**src/rtl/axi_fifo_pkg.sv**
```systemverilog
// axi_fifo_pkg: AXI length/response constants and write-channel beat types for axi_wr_fifo.
package axi_fifo_pkg;
  localparam int AXI_LEN_W = 8;
  localparam int AXI_MAX_BEATS = 256;
  localparam int AXI_RESP_W = 2;
  localparam logic [AXI_RESP_W-1:0] AXI_RESP_OKAY = 2'b00;
  localparam logic [AXI_RESP_W-1:0] AXI_RESP_EXOKAY = 2'b01;
  localparam logic [AXI_RESP_W-1:0] AXI_RESP_SLVERR = 2'b10;
  localparam logic [AXI_RESP_W-1:0] AXI_RESP_DECERR = 2'b11;
  localparam int AXI_ID_W = 8;
  localparam int AXI_ADDR_W = 32;
  localparam int AXI_DATA_W = 32;
  typedef struct packed {
    logic [AXI_ID_W-1:0] id;
    logic [AXI_ADDR_W-1:0] addr;
    logic [AXI_LEN_W-1:0] len;
  } aw_beat;
  typedef struct packed {
    logic [AXI_DATA_W-1:0] data;
    logic [AXI_DATA_W/8-1:0] strb;
    logic last;
  } w_beat;
  function automatic int burst_beats(input logic [AXI_LEN_W-1:0] len);
    return int'(len) + 1;
  endfunction
endpackage

```
**src/rtl/sync_fifo.sv**
```systemverilog
// sync_fifo: single-clock FIFO with extra-bit pointers, registered not_full and zeroed output when empty.
module sync_fifo #(
  parameter int WIDTH = 8,
  parameter int DEPTH = 4
) (
  input  logic                     clk,
  input  logic                     rst,
  input  logic                     push,
  input  logic [WIDTH-1:0]         din,
  output logic                     not_full,
  input  logic                     pop,
  output logic [WIDTH-1:0]         dout,
  output logic [$clog2(DEPTH):0]   level
);
  localparam int PW = $clog2(DEPTH);
  localparam logic [PW:0] FULL_LVL = {1'b1, {PW{1'b0}}};
  logic [WIDTH-1:0] mem [DEPTH];
  logic [PW:0] wptr, rptr, wptr_n, rptr_n;
  logic not_empty, do_push, do_pop;
  assign not_empty = wptr != rptr;
  assign do_push = push & not_full;
  assign do_pop = pop & not_empty;
  assign wptr_n = wptr + {{PW{1'b0}}, do_push};
  assign rptr_n = rptr + {{PW{1'b0}}, do_pop};
  assign level = wptr - rptr;
  assign dout = not_empty ? mem[rptr[PW-1:0]] : '0;
  // ready is computed from the next-state occupancy so it is a pure register output
  always_ff @(posedge clk or negedge rst) begin
    if (!rst) begin
      wptr <= '0;
      rptr <= '0;
      not_full <= 1'b0;
    end else begin
      wptr <= wptr_n;
      rptr <= rptr_n;
      not_full <= (wptr_n - rptr_n) != FULL_LVL;
    end
  end
  always_ff @(posedge clk) begin
    if (do_push) mem[wptr[PW-1:0]] <= din;
  end
endmodule

```
**src/rtl/axi_wr_fifo.sv**
```systemverilog
// axi_wr_fifo: buffers AXI AW and W channels through independent FIFOs.
// Define AXI_WR_FIFO_PKT_MODE_EN for store-and-forward (bursts released only once complete).
module axi_wr_fifo
  import axi_fifo_pkg::*;
#(
  parameter int ID_WIDTH = 8,
  parameter int ADDR_WIDTH = 32,
  parameter int DATA_WIDTH = 32,
  parameter int AW_DEPTH = 4,
  parameter int W_DEPTH = 16
) (
  input  logic                        clk,
  input  logic                        rst,
  input  logic [ID_WIDTH-1:0]         s_axi_awid,
  input  logic [ADDR_WIDTH-1:0]       s_axi_awaddr,
  input  logic [AXI_LEN_W-1:0]        s_axi_awlen,
  input  logic                        s_axi_awvalid,
  output logic                        s_axi_awready,
  input  logic [DATA_WIDTH-1:0]       s_axi_wdata,
  input  logic [DATA_WIDTH/8-1:0]     s_axi_wstrb,
  input  logic                        s_axi_wlast,
  input  logic                        s_axi_wvalid,
  output logic                        s_axi_wready,
  output logic [ID_WIDTH-1:0]         m_axi_awid,
  output logic [ADDR_WIDTH-1:0]       m_axi_awaddr,
  output logic [AXI_LEN_W-1:0]        m_axi_awlen,
  output logic                        m_axi_awvalid,
  input  logic                        m_axi_awready,
  output logic [DATA_WIDTH-1:0]       m_axi_wdata,
  output logic [DATA_WIDTH/8-1:0]     m_axi_wstrb,
  output logic                        m_axi_wlast,
  output logic                        m_axi_wvalid,
  input  logic                        m_axi_wready,
  output logic [$clog2(W_DEPTH):0]    w_level
);
  localparam int AWW = ID_WIDTH + ADDR_WIDTH + AXI_LEN_W;
  localparam int WW = DATA_WIDTH + DATA_WIDTH/8 + 1;
  localparam int CW = $clog2(W_DEPTH) + 1;
  logic [AWW-1:0] aw_dout;
  logic [WW-1:0] w_dout;
  logic [$clog2(AW_DEPTH):0] aw_level;
  logic aw_push, aw_pop, w_push, w_pop, fwd;
  assign aw_push = s_axi_awvalid & s_axi_awready;
  assign aw_pop = m_axi_awvalid & m_axi_awready;
  assign w_push = s_axi_wvalid & s_axi_wready;
  assign w_pop = m_axi_wvalid & m_axi_wready;
  assign m_axi_awvalid = (aw_level != '0) & fwd;
  assign m_axi_wvalid = (w_level != '0) & fwd;
  assign {m_axi_awid, m_axi_awaddr, m_axi_awlen} = aw_dout;
  assign {m_axi_wdata, m_axi_wstrb, m_axi_wlast} = w_dout;
`ifdef AXI_WR_FIFO_PKT_MODE_EN
  // count of complete bursts resident in the W FIFO; bursts above W_DEPTH beats can never complete
  logic [CW-1:0] bursts;
  logic inc, dec;
  assign inc = w_push & s_axi_wlast;
  assign dec = w_pop & m_axi_wlast;
  assign fwd = bursts != '0;
  always_ff @(posedge clk or negedge rst) begin
    if (!rst) bursts <= '0;
    else if (inc != dec) bursts <= inc ? bursts + {{(CW-1){1'b0}}, 1'b1} : bursts - {{(CW-1){1'b0}}, 1'b1};
  end
`else
  assign fwd = 1'b1;
`endif
  sync_fifo #(.WIDTH(AWW), .DEPTH(AW_DEPTH)) u_aw_fifo (
    .clk(clk),
    .rst(rst),
    .push(aw_push),
    .din({s_axi_awid, s_axi_awaddr, s_axi_awlen}),
    .not_full(s_axi_awready),
    .pop(aw_pop),
    .dout(aw_dout),
    .level(aw_level)
  );
  sync_fifo #(.WIDTH(WW), .DEPTH(W_DEPTH)) u_w_fifo (
    .clk(clk),
    .rst(rst),
    .push(w_push),
    .din({s_axi_wdata, s_axi_wstrb, s_axi_wlast}),
    .not_full(s_axi_wready),
    .pop(w_pop),
    .dout(w_dout),
    .level(w_level)
  );
endmodule

```
**config.mk**
```make
export PLATFORM = sky130hd
export DESIGN_NAME = axi_wr_fifo
export DESIGN_NICKNAME = d
export VERILOG_FILES = /design/src/rtl/axi_fifo_pkg.sv /design/src/rtl/sync_fifo.sv /design/src/rtl/axi_wr_fifo.sv
export SDC_FILE = /design/constraint.sdc
export NUM_CORES = 1
export LEC_CHECK = 0
export ABC_AREA = 0
export ABC_CLOCK_PERIOD_IN_PS = 4900
export CORE_MARGIN = 2
export CORE_UTILIZATION = 53
export CTS_CLUSTER_SIZE = 8
export DETAILED_ROUTE_END_ITERATION = 10
export HOLD_SLACK_MARGIN = 0.12
export PLACE_DENSITY = 0.72
export SLEW_MARGIN = 30
export SYNTH_ARGS = -nofsm -noshare
export SYNTH_HDL_FRONTEND = slang
export SYNTH_SLANG_ARGS = --single-unit
```
**constraint.sdc**
```tcl
create_clock -name clk -period 4.9 [get_ports clk]
set_input_delay 0.98 -clock clk [delete_from_list [all_inputs] [get_ports clk]]
set_output_delay 0.98 -clock clk [all_outputs]
set_load 0.1 [all_outputs]
```
==> results.cfg, run 1 <==
[status]
status = completed

[timing]
finalHoldViolations = 0
clock_skew_ns = 0.0453
worst_pin_slew_ns = 1.09
final_max_slew_viol_count = 0
timing.final.crit_period_ns = 4.21
setup_viol = 0
rsz0062_at_grt = no
slew_headroom_pct = 27.4
fmax_mhz = 238
fin_crit_sh_pct = 85.9

[yosys]
synth_ff_type = edfxtp_1
ys_seq_area_share_pct = 78.2
syn_avg_cell_area_um2 = 22.7
synth-edff-count = 784
yosysWarnings = 0
synthesis.area_um2 = 30700
synth_nets = 1463
ys_seq_elements = 802
synth_cells = 1351
synth_cell_types = 35
async_flop_share_pct = 2.24

[cts]
ctsResizeCount = 0
post_cts_buffers = 0
cts_hold_buf = 0
cts_buffers = 110
path_clk_slew_ns = 0.05
root_buffer = clkbuf_16
clock_latency_ns = 0.65
cts_tree = built
h-tree-depth = 3
cts.sink_count = 802
cts_buffer_depth = 3

[critical_path]
path_class = reg2out
startpoint = u_w_fifo.rptr[2]
end_kind = primary output
cp_data_required_time_ns = 3.92
r2r_start = u_w_fifo.rptr[0]
reg2reg_depth = 16
cp_data_arrival_time_ns = 3.23
crit_fanout = 25
crit_path_start_kind = flop

[finish]
final_cells = 2402
final_common_cell = edfxtp_1
fin_util_pct = 63.4
areaGrowthSynthToFinish_pct = 18.7
final_layout_size_suffix_gt1_share_pct = 29.2
final_cell_mix = edfxtp_1 (784), mux4_2 (196), buf_4 (124)
layout.nets = 1730

[die]
core_um2 = 57500
die_h_um = 245
start_util_pct = 53.4
die_area_um2 = 59800
rows = 88
chipWidth_um = 245
num_io_pins = 185

[place]
dp_hpwl_mm = 34.8
post-place-cells = 2271
port_buffers = 184
place.gp.congestion = 0.761

[drt]
post_drt_wl_per_cell_um = 27.5
wirelength_mm = 66.0
antenna_left = 0
drc = 0
drt_pass1_iterations = 6
viasPerCell = 6.12
routed-via-count = 14712
drt_iter0_drc = 1230

[hold_path]
min_path_type = in2async

[grt]
grt_pass1_vias = 16008
grt_pass1_wl_mm = 99.0
grt_start_max_net_pins = 149
antenna_found_initial = 2
grt.overflow.total = 0
grtUsageTotal_pct = 22.6

[run]
drv_cap = 0
worst max-delay path: stages (launching register included):
cell and delay, ns:
dfrtp_1 0.54, inv_1 0.19, nor2_4 0.46, buf_4 0.50, a22oi_1 0.15, a21oi_1 0.34
buf_4 0.37
per-stage QoR:
stage | TNS, ns | hold slack [ns] | setup WS (ns) | area [um^2]
floorplan | -1.69 | 0.492 | -0.0176 | 30700
global placement | 0 | 0.520 | 1.28 | 33500
detailed placement | 0 | 0.525 | 1.21 | 33500
CTS | 0 | 0.537 | 0.586 | 36400
global route | 0 | 0.268 | 0.556 | 36400
finish | 0 | 0.264 | 0.692 | 36400
synth_stat cells, types with 2 or more instances:
cell type	count	area, um^2
edfxtp_1	784	23500
mux4_2	196	4410
a22oi_1	74	556
nor2b_1	51	319
a21oi_1	39	195
clkbuf_1	27	101
buf_2	25	125
inv_1	23	86.3
ha_1	20	250
dfrtp_1	18	450
nor2_1	17	63.8
nand3_1	10	50.1
buf_4	9	67.6
xnor2_1	8	70.1
xor2_1	8	70.1
buf_6	7	78.8
nor3_1	6	30.0
nand2_1	4	15.0
nand2b_1	4	25.0
and3_1	3	18.8
a21o_1	2	15.0
buf_1	2	7.51
nor2_2	2	12.5
final cells by class:
| type | instances | area [um^2] |
|---|---|---|
| diodes | 1 | 2.50 |
| clock buffers | 123 | 2840 |
| clock inverters | 7 | 135 |
| fillers | 3784 | 21000 |
| inverters | 23 | 86.3 |
| multi-input cells | 456 | 6390 |
| flip-flops and latches | 802 | 24000 |
| well taps | 765 | 957 |
| repair buffers | 225 | 2010 |
kinds of logic after synthesis:
logic type / after synthesis / synth area share [%]
flops: 802 / 78.2
mux: 196 / 14.4
compound gates: 118 / 2.57
simple gates: 103 / 1.88
buf+inv: 93 / 1.52
fa+ha+maj: 21 / 0.881
xor+xnor: 18 / 0.583
registers in the layout (all words and copies together) (netlist names):
name and flops:
u_w_fifo.not_full 1, u_aw_fifo.mem 192, u_w_fifo.wptr 5, u_aw_fifo.wptr 3, u_aw_fifo.not_full 1, u_aw_fifo.rptr 3, u_w_fifo.rptr 5, u_w_fifo.mem 592
metal layers:
metal,GRT usage [%],part of all wire (%),up-vias
li1,-,-,6189
met1,28.6,38,7763
met2,38.0,51,629
met5,0,0.039,-
met3,6.49,8.1,127
met4,7.23,2.6,4
worst paths after layout:
kind,endpoint,slack (ns)
max in group asynchronous,u_w_fifo.rptr[0],4.30
worst min-delay path,u_aw_fifo.not_full,0.26
worst min register to register,u_aw_fifo.rptr[2],0.54
min in group clk,u_aw_fifo.rptr[2],0.54
worst max register to register,u_w_fifo.not_full,1.21
worst max-delay path,m_axi_wdata[30],0.69
Power of run 1 is left out: the tool's default activity adds up to more than one toggle a clock period on the data nets, which glitch-free logic cannot reach.
==> run 2: changes to the inputs <==
CORE_UTILIZATION = 25   (was 53)
PLACE_DENSITY = unset   (was 0.72)
SYNTH_HIERARCHICAL = 1   (was unset)
==> results.cfg, run 2 <==
[status]
status = completed

[finish]
final_layout_size_suffix_gt1_share_pct = 28.7
areaGrowthSynthToFinish_pct = 22.0
final_common_cell = edfxtp_1
n_fill_cell = 11879
final_cell_mix = edfxtp_1 (784), mux4_2 (196), buf_4 (127)
layout.nets = 1770
largest_reg_flops = 592

[timing]
final_max_slew_viol_count = 0
fmax_mhz = 217
worst_pin_slew_ns = 0.854
rsz0062_at_grt = no
fin_crit_sh_pct = 94.0
finalHoldViolations = 0
timing.final.crit_period_ns = 4.60
setup_viol = 0
clock_skew_ns = 0.0377
setup-tns-final_ns = 0
slew_headroom_pct = 43.1

[cts]
root_buffer = clkbuf_16
cts_tree = built
h-tree-depth = 3
clock_latency_ns = 0.70
cts_buffer_depth = 3
ctsResizeCount = 0
cts_hold_buf = 0
cts_buffers = 110
post_cts_buffers = 0
cts.sink_count = 802
path_clk_slew_ns = 0.06

[yosys]
synth_cell_types = 37
synth-edff-count = 784
synth_top_area_share_pct = 76.1
synth_cells = 1389
yosysMostFrequentCell = edfxtp_1
syn_avg_cell_area_um2 = 22.3
yosysWarnings = 6
synth_ff_type = edfxtp_1
ys_seq_area_share_pct = 77.6
synthesis.area_um2 = 30900
yosys-top-cells-area = edfxtp_1 (76%), mux4_2 (14%), a22o_1 (2.1%), dfrtp_1 (1.5%), nor2_1 (1.1%)
yosys-top-cells-count = edfxtp_1 (784), mux4_2 (196), nor2_1 (93)
async_flop_share_pct = 2.24
synth_nets = 1502
ys_seq_elements = 802
yosysTopAreaCell = edfxtp_1

[critical_path]
cp_data_arrival_time_ns = 3.62
cp_data_required_time_ns = 3.92
reg2reg_depth = 19
end_kind = primary output
r2r_start = u_w_fifo/wptr[0]
path_class = reg2out
startpoint = u_w_fifo/rptr[0]
crit_fanout = 63
crit_path_start_kind = flop
r2r_slack_ns = 0.97

[grt]
grt_pass1_vias = 15775
antenna_found_initial = 12
grt.overflow.total = 0
grtUsageTotal_pct = 11.5
grt_start_max_net_pins = 152
grt_pass1_wl_mm = 107

[die]
die_area_um2 = 127000
core_um2 = 123000
rows = 129
die_h_um = 356
start_util_pct = 25.1
chipWidth_um = 356
num_io_pins = 185

[drt]
drt_iter0_drc = 1162
routed-via-count = 14770
viasPerCell = 4.45
drc = 0
antenna_left = 0
drt_pass1_iterations = 5
wirelength_mm = 73.5
post_drt_wl_per_cell_um = 22.2

[place]
dp_hpwl_mm = 39.9
place.gp.congestion = 0.719
port_buffers = 184

[run]
drv_cap = 0

[hold_path]
min_path_type = in2async
-- run 2: worst paths after layout --
| kind | endpoint |
|---|---|
| worst max-delay path | m_axi_wdata[31] |
| min in group clk | u_aw_fifo/rptr[2] |
| worst min-delay path | u_w_fifo/wptr[4] |
| worst max register to register | u_w_fifo/not_full |
| worst min register to register | u_aw_fifo/rptr[2] |
| max in group asynchronous | u_aw_fifo/rptr[0] |
-- run 2: logic make-up after synthesis --
family	count (synthesis)	share of synthesized area, %
buf+inv	90	1.52
xor+xnor	18	0.623
mux	196	14.3
compound gates	81	2.24
simple gates	180	2.85
flops	802	77.6
fa+ha+maj	22	0.938
-- run 2: final cells by class --
cell class | count | area, um^2 | share of cell area (%)
flip-flops and latches | 802 | 24000 | 63.6
multi-input cells | 497 | 6650 | 17.6
well taps | 1637 | 2050 | 5.43
clock buffers | 128 | 2840 | 7.53
inverters | 23 | 86.3 | 0.229
diodes | 1 | 2.50 | 0.00663
repair buffers | 223 | 1950 | 5.18
clock inverters | 8 | 153 | 0.404
-- run 2: per-stage QoR --
stage          utilization [%]  setup slack, ns  hold WS [ns]  cell area [um^2]  instances
2_1_floorplan                -           -0.205         0.479             30900       1389
3_3_place_gp              28.1             1.00         0.498             34700       3180
3_5_place_dp              28.1            0.985         0.500             34700       3180
4_1_cts                   30.6            0.263         0.512             37700       3316
5_1_grt                   30.6           0.0446         0.240             37700       3319
6_report                  30.6            0.296         0.244             37700       3319
-- run 2: critical path, cell delays in order, from the launching register on --
cell and delay [ns]:
dfrtp_4 0.64, buf_12 0.38, buf_16 0.43, mux4_2 0.57, a22o_1 0.24, nor2_1 0.25, nor2_1 0.11, buf_4 0.26
-- run 2: metal layers --
metal / track usage [%] / part of all wire, % / wire (um) / up-vias
met2: 18.3 / 47 / 34900 / 502
li1: - / - / - / 6259
met3: 4.01 / 8.4 / 6170 / 121
met1: 15.1 / 42 / 31200 / 7868
met5: 0 / 0.17 / 122 / -
met4: 2.85 / 1.7 / 1230 / 20
Power of run 2 is left out for the same reason.
==> run 3: changes to the inputs <==
DONT_BUFFER_PORTS = 1   (was unset)
==> results.cfg, run 3 (same netlist as run 2, synthesis figures left out) <==
[critical_path]
path_class = reg2out
cp.buffers_inverters = 3
crit_path_start_kind = flop
r2r_start = u_w_fifo/wptr[0]
r2r-end = u_w_fifo/not_full
cp_data_arrival_time_ns = 3.45
cpPeakStageDelay_ns = 0.57
startpoint = u_w_fifo/rptr[0]
path_cells = buf_12, buf_16, mux4_2, a22o_1, nor2_1, nor2_2, buf_4
cp_data_required_time_ns = 3.92
end_kind = primary output
path_delay_family = buffers and inverters
cp_slowest_cell = mux4_2
crit_fanout = 60
reg2reg_depth = 19
r2r_slack_ns = 1.06

[grt]
antenna_found_initial = 2
grt_pass1_vias = 15421
grt_pass1_wl_mm = 106
grtUsageTotal_pct = 11.4
grt_start_max_net_pins = 152
grt.overflow.total = 0

[drt]
drt_iter0_drc = 1153
wirelength_mm = 73.0
viasPerCell = 4.46
drt_pass1_iterations = 5
drc = 0
post_drt_wl_per_cell_um = 22.5
routed-via-count = 14475
antenna_left = 0

[timing]
setup-tns-final_ns = 0
final_max_slew_viol_count = 0
timing.final.crit_period_ns = 4.43
rsz0062_at_grt = no
worst_pin_slew_ns = 0.991
slew_headroom_pct = 33.8
fmax_mhz = 226
fin_crit_sh_pct = 90.4
setup_viol = 0
finalHoldViolations = 0
clock_skew_ns = 0.0392

[die]
core_um2 = 123000
chipWidth_um = 356
die_area_um2 = 127000
num_io_pins = 185
rows = 129
start_util_pct = 25.1
die_h_um = 356

[finish]
largest_reg_flops = 592
areaGrowthSynthToFinish_pct = 20.5
layout.nets = 1693
antenna_cells = 0
final_layout_size_suffix_gt1_share_pct = 35.8
final_cell_mix = edfxtp_1 (784), mux4_2 (196), buf_4 (137)
final_common_cell = edfxtp_1

[run]
drv_cap = 0

[status]
status = completed

[cts]
path_clk_slew_ns = 0.06
cts_buffers = 110
cts_tree = built
root_buffer = clkbuf_16
clock_latency_ns = 0.71
cts.sink_count = 802
h-tree-depth = 3
cts_buffer_depth = 3

[place]
port_buffers = 0
place.gp.congestion = 0.734
dp_hpwl_mm = 42.5

[hold_path]
min_path_type = in2async
==> run 3: cell count changes in the layout (fill, tap and decap cells not counted), sizes merged <==
cell,delta
clkbuf,+7
diode,-1
buf,+12
clkinv,-1
clkdlybuf4s50,-89
inv,-1
==> run 3: final cells by class <==
| class | count | area (um^2) |
|---|---|---|
| timing repair buffer | 146 | 1240 |
| tap | 1637 | 2050 |
| clock buffer | 135 | 2900 |
| sequential | 802 | 24000 |
| clock inverter | 6 | 141 |
| fill | 11848 | 86000 |
| inverter | 23 | 86.3 |
| multi-input combinational | 497 | 6870 |
==> run 3: worst max path at each step <==
| stage | depth (start not counted) | slack, ns | to |
|---|---|---|---|
| finish | 7 | 0.47 | m_axi_wdata[12] |
| global route | 7 | 0.22 | m_axi_wdata[12] |
| CTS | 6 | 0.43 | m_axi_wdata[11] |
| detailed placement | 19 | 1.11 | u_w_fifo/not_full |
| global placement | 19 | 1.07 | u_w_fifo/not_full |
| floorplan | 3 | -0.20 | u_aw_fifo/mem[2][0] |
==> run 3: per-stage QoR <==
stage / utilization, % / instance area, um^2 / hold WS, ns / std cells / worst slack [ns]
after detailed placement: 27.7 / 34200 / 0.499 / 3102 / 1.11
after global placement: 27.6 / 34100 / 0.496 / 3098 / 1.07
after global routing: 30.2 / 37300 / 0.237 / 3246 / 0.218
after CTS: 30.2 / 37200 / 0.313 / 3244 / 0.429
final: 30.2 / 37300 / 0.234 / 3246 / 0.469
after floorplan: - / 30900 / 0.479 / 1389 / -0.205
==> run 3: routing by layer <==
metal  wire length, um  vias up  GRT usage [%]
met5                14        -              0
met4              1170        4           2.41
met3              7400      106           4.97
met2             34700      486           18.3
met1             29600     7765           14.2
li1                  -     6114              -
==> run 3: timing repair <==
| action | in CTS | in global routing |
|---|---|---|
| resized for setup | 0 | 0 |
| setup buffers | 0 | 0 |
| setup endpoints to repair | 0 | 0 |
| hold buffers | 1 | 0 |
| hold endpoints to repair | 18 | 0 |
Power of run 3 is left out for the same reason.
==> RTL change: new RTL, config.mk and constraints of run 1 <==
Change the parameter `AW_DEPTH` from 4 to 3.
--- a/src/rtl/axi_wr_fifo.sv
+++ b/src/rtl/axi_wr_fifo.sv
@@ -7,5 +7,5 @@
   parameter int ADDR_WIDTH = 32,
   parameter int DATA_WIDTH = 32,
-  parameter int AW_DEPTH = 4,
+  parameter int AW_DEPTH = 3,
   parameter int W_DEPTH = 16
 ) (
Function: same outputs for any inputs over 4 cycles, from zero or initial values and one cycle with rst low; that may be too few to reach the edited logic, so the function may still have changed.
==> RTL change against run 1 <==
Die area is 5.6% lower. Register-to-register slack worse by 0.04 ns. Synthesized cell count is 4.0% higher. Final area is 5.5% lower. Synthesized area is 5.6% lower. Non-clock buffer count is 6 higher. Sequential share of layout area is 0.37 points lower. Routed wire length is 5.9% lower. Setup slack worse by 0.046 ns. Worst hold slack better by 0.26 ns. Sequential cell count is 48 lower. Via count is 2.6% lower.
Power is not shown: default switching activity piles up to over one toggle a cycle in this logic, so the estimate is an artifact.
==> RTL change: results (changes against run 1) <==
[critical_path]
cp.arrival_ns = 3.27  ; was 3.23 ns
ff2ff_setup_slack_ns = 1.17  ; was 1.21 ns
cp_max_fo = 50  ; was 25
slowest_delay_ns = 0.70  ; was 0.54 ns
crit_slowest_cell = dfrtp_4  ; was dfrtp_1
critPathTopFamily = buffers and inverters  ; unchanged
timing.rr.end = u_w_fifo.not_full  ; unchanged
crit_end = m_axi_wdata[5]  ; was m_axi_wdata[30]
startpoint = u_w_fifo.rptr[1]  ; was u_w_fifo.rptr[2]
reg2reg_depth = 15  ; was 16

[global_routing]
first_global_vias = 15461  ; was 16,008
grt_first_pass_wirelength_um = 94500  ; was 99,000 um
grt_max_degree = 98  ; was 149
grtUsageTotal = 0.227  ; was 0.226
antenna_found_initial = 6  ; was 2

[synthesis]
ys_warn_count = 0  ; unchanged
synth_xor_area_frac = 0.00618  ; was 0.00583
synth_compound_area_frac = 0.0356  ; was 0.0257
synthMuxAreaShare = 0.132  ; was 0.144
async_reset_ff_frac = 0.0239  ; was 0.0224
synth_common_cells = edfxtp_1 (736), mux4_2 (148), nor2_1 (114)  ; was edfxtp_1 (784), mux4_2 (196), a22oi_1 (74)
synthesis.nets = 1517  ; was 1,463
yosysSeqAreaShare = 0.779  ; was 0.782
netlist.area_leader.share = 0.763  ; was 0.767
synthDistinctLibCells = 37  ; was 35
yosys.area_share.adder = 0.00933  ; was 0.00881
synth-edff-count = 736  ; was 784
yosys-top-cells-area = edfxtp_1 (76%), mux4_2 (12%), a22oi_1 (1.9%)  ; was edfxtp_1 (77%), mux4_2 (14%), a22oi_1 (1.8%)

[cts]
clock_path_buffers = 3  ; unchanged
root_buffer = clkbuf_16  ; unchanged
post_cts_buffers = 0  ; unchanged
cts_resized = 0  ; unchanged
cts_buffers = 104  ; was 110
clk_pin_slew_ns = 0.05  ; about the same
ctsHtreeMaxLevel = 3  ; unchanged
holdBufCountCts = 0  ; unchanged
clock_latency_ns = 0.64

[layout]
fillers = 3596  ; was 3,784
largest_register_ffs = 592  ; unchanged
nNetsFinal = 1777  ; was 1,730
layout-drive-gt1-share = 0.254  ; was 0.292

[worst_hold_path]
hp-class = reg -> reg  ; was in -> async

[placed_design]
place_hpwl_um = 33800  ; was 34,800 um
port_buffers = 184  ; unchanged
place_congestion = 0.735  ; was 0.761

[run_status]
status = finished, final reports clean  ; unchanged

[drt]
wl_um = 62100  ; was 66,000 um
drt_pre_antenna_iters = 5  ; was 6
viasPerCell = 6.02  ; was 6.12
drt_iter0_drc = 1330  ; was 1,230

[sta]
worst_slack_ns = 0.646  ; was 0.692 ns
skew_ns = 0.0234  ; was 0.0453 ns
relSlewSlack = 0.357  ; was 0.274

==> RTL change: cell count changes in the layout (fill, tap and decap cells not counted), moves of 2 or more <==
cell       delta
buf_12        -2
edfxtp_1     -48
nor2_1       +96
nor2b_1      -48
buf_4         +7
clkbuf_16     -7
a21oi_1      +48
mux2i_1      +48
mux4_2       -48
==> RTL change: through the flow <==
step / cell area [um2] / TNS [ns] / hold slack (ns) / utilization / cells
after floorplan: 29000 / -1.70 / 0.492 / - / 1405
after global placement: 31600 / 0 / 0.515 / 0.587 / 2255
after detailed placement: 31600 / 0 / 0.521 / 0.587 / 2255
after CTS: 34400 / 0 / 0.529 / 0.638 / 2376
after global routing: 34400 / 0 / 0.566 / 0.639 / 2377
final: 34400 / 0 / 0.522 / 0.639 / 2378
==> RTL change: final cells by class <==
cell class | count | area share
multi-input combinational | 551 | 0.177
inverter | 23 | 0.00251
antenna | 2 | 0.000145
clock inverter | 5 | 0.00356
sequential | 754 | 0.655
clock buffer | 116 | 0.0775
tap | 696 | 0.0253
timing repair buffer | 231 | 0.0590
==> RTL change: worst reg2reg max path, delay by kind of cell, from the launching register on <==
kind	cells	cell delay, ns
adder cells (fa/ha/maj)	4	1.13
AO/OA/AOI/OAI	5	1.08
flip-flops	1	0.70
AND/OR/NAND/NOR	3	0.41
buffers and inverters	2	0.15
XOR/XNOR	1	0.13
==> RTL change: how the worst min path moves through the flow <==
stage / cells after the start / endpoint / startpoint
after floorplan: 1 / u_aw_fifo.rptr[2] / u_aw_fifo.rptr[2]
after CTS: 1 / u_aw_fifo.rptr[2] / u_aw_fifo.rptr[2]
final: 1 / u_aw_fifo.rptr[2] / u_aw_fifo.rptr[2]
after global placement: 1 / u_aw_fifo.rptr[2] / u_aw_fifo.rptr[2]
after detailed placement: 1 / u_aw_fifo.rptr[2] / u_aw_fifo.rptr[2]
after global routing: 1 / u_aw_fifo.rptr[2] / u_aw_fifo.rptr[2]
==> RTL change: logic make-up after synthesis <==
kind of cell / after synthesis
buffers and inverters: 100
muxes: 196
adders and majority gates: 21
xor gates and xnor gates: 18
DFF: 754
and+or+nand+nor: 150
AOI/OAI and AO/OA: 166
==> RTL change: layer usage <==
| metal | global-route usage | vias up | part of all wire |
|---|---|---|---|
| met5 | 0 | - | 0.0012 |
| met4 | 0.0713 | 10 | 0.025 |
| met3 | 0.0686 | 128 | 0.083 |
| met2 | 0.373 | 591 | 0.50 |
| met1 | 0.293 | 7383 | 0.39 |
| li1 | - | 6215 | - |
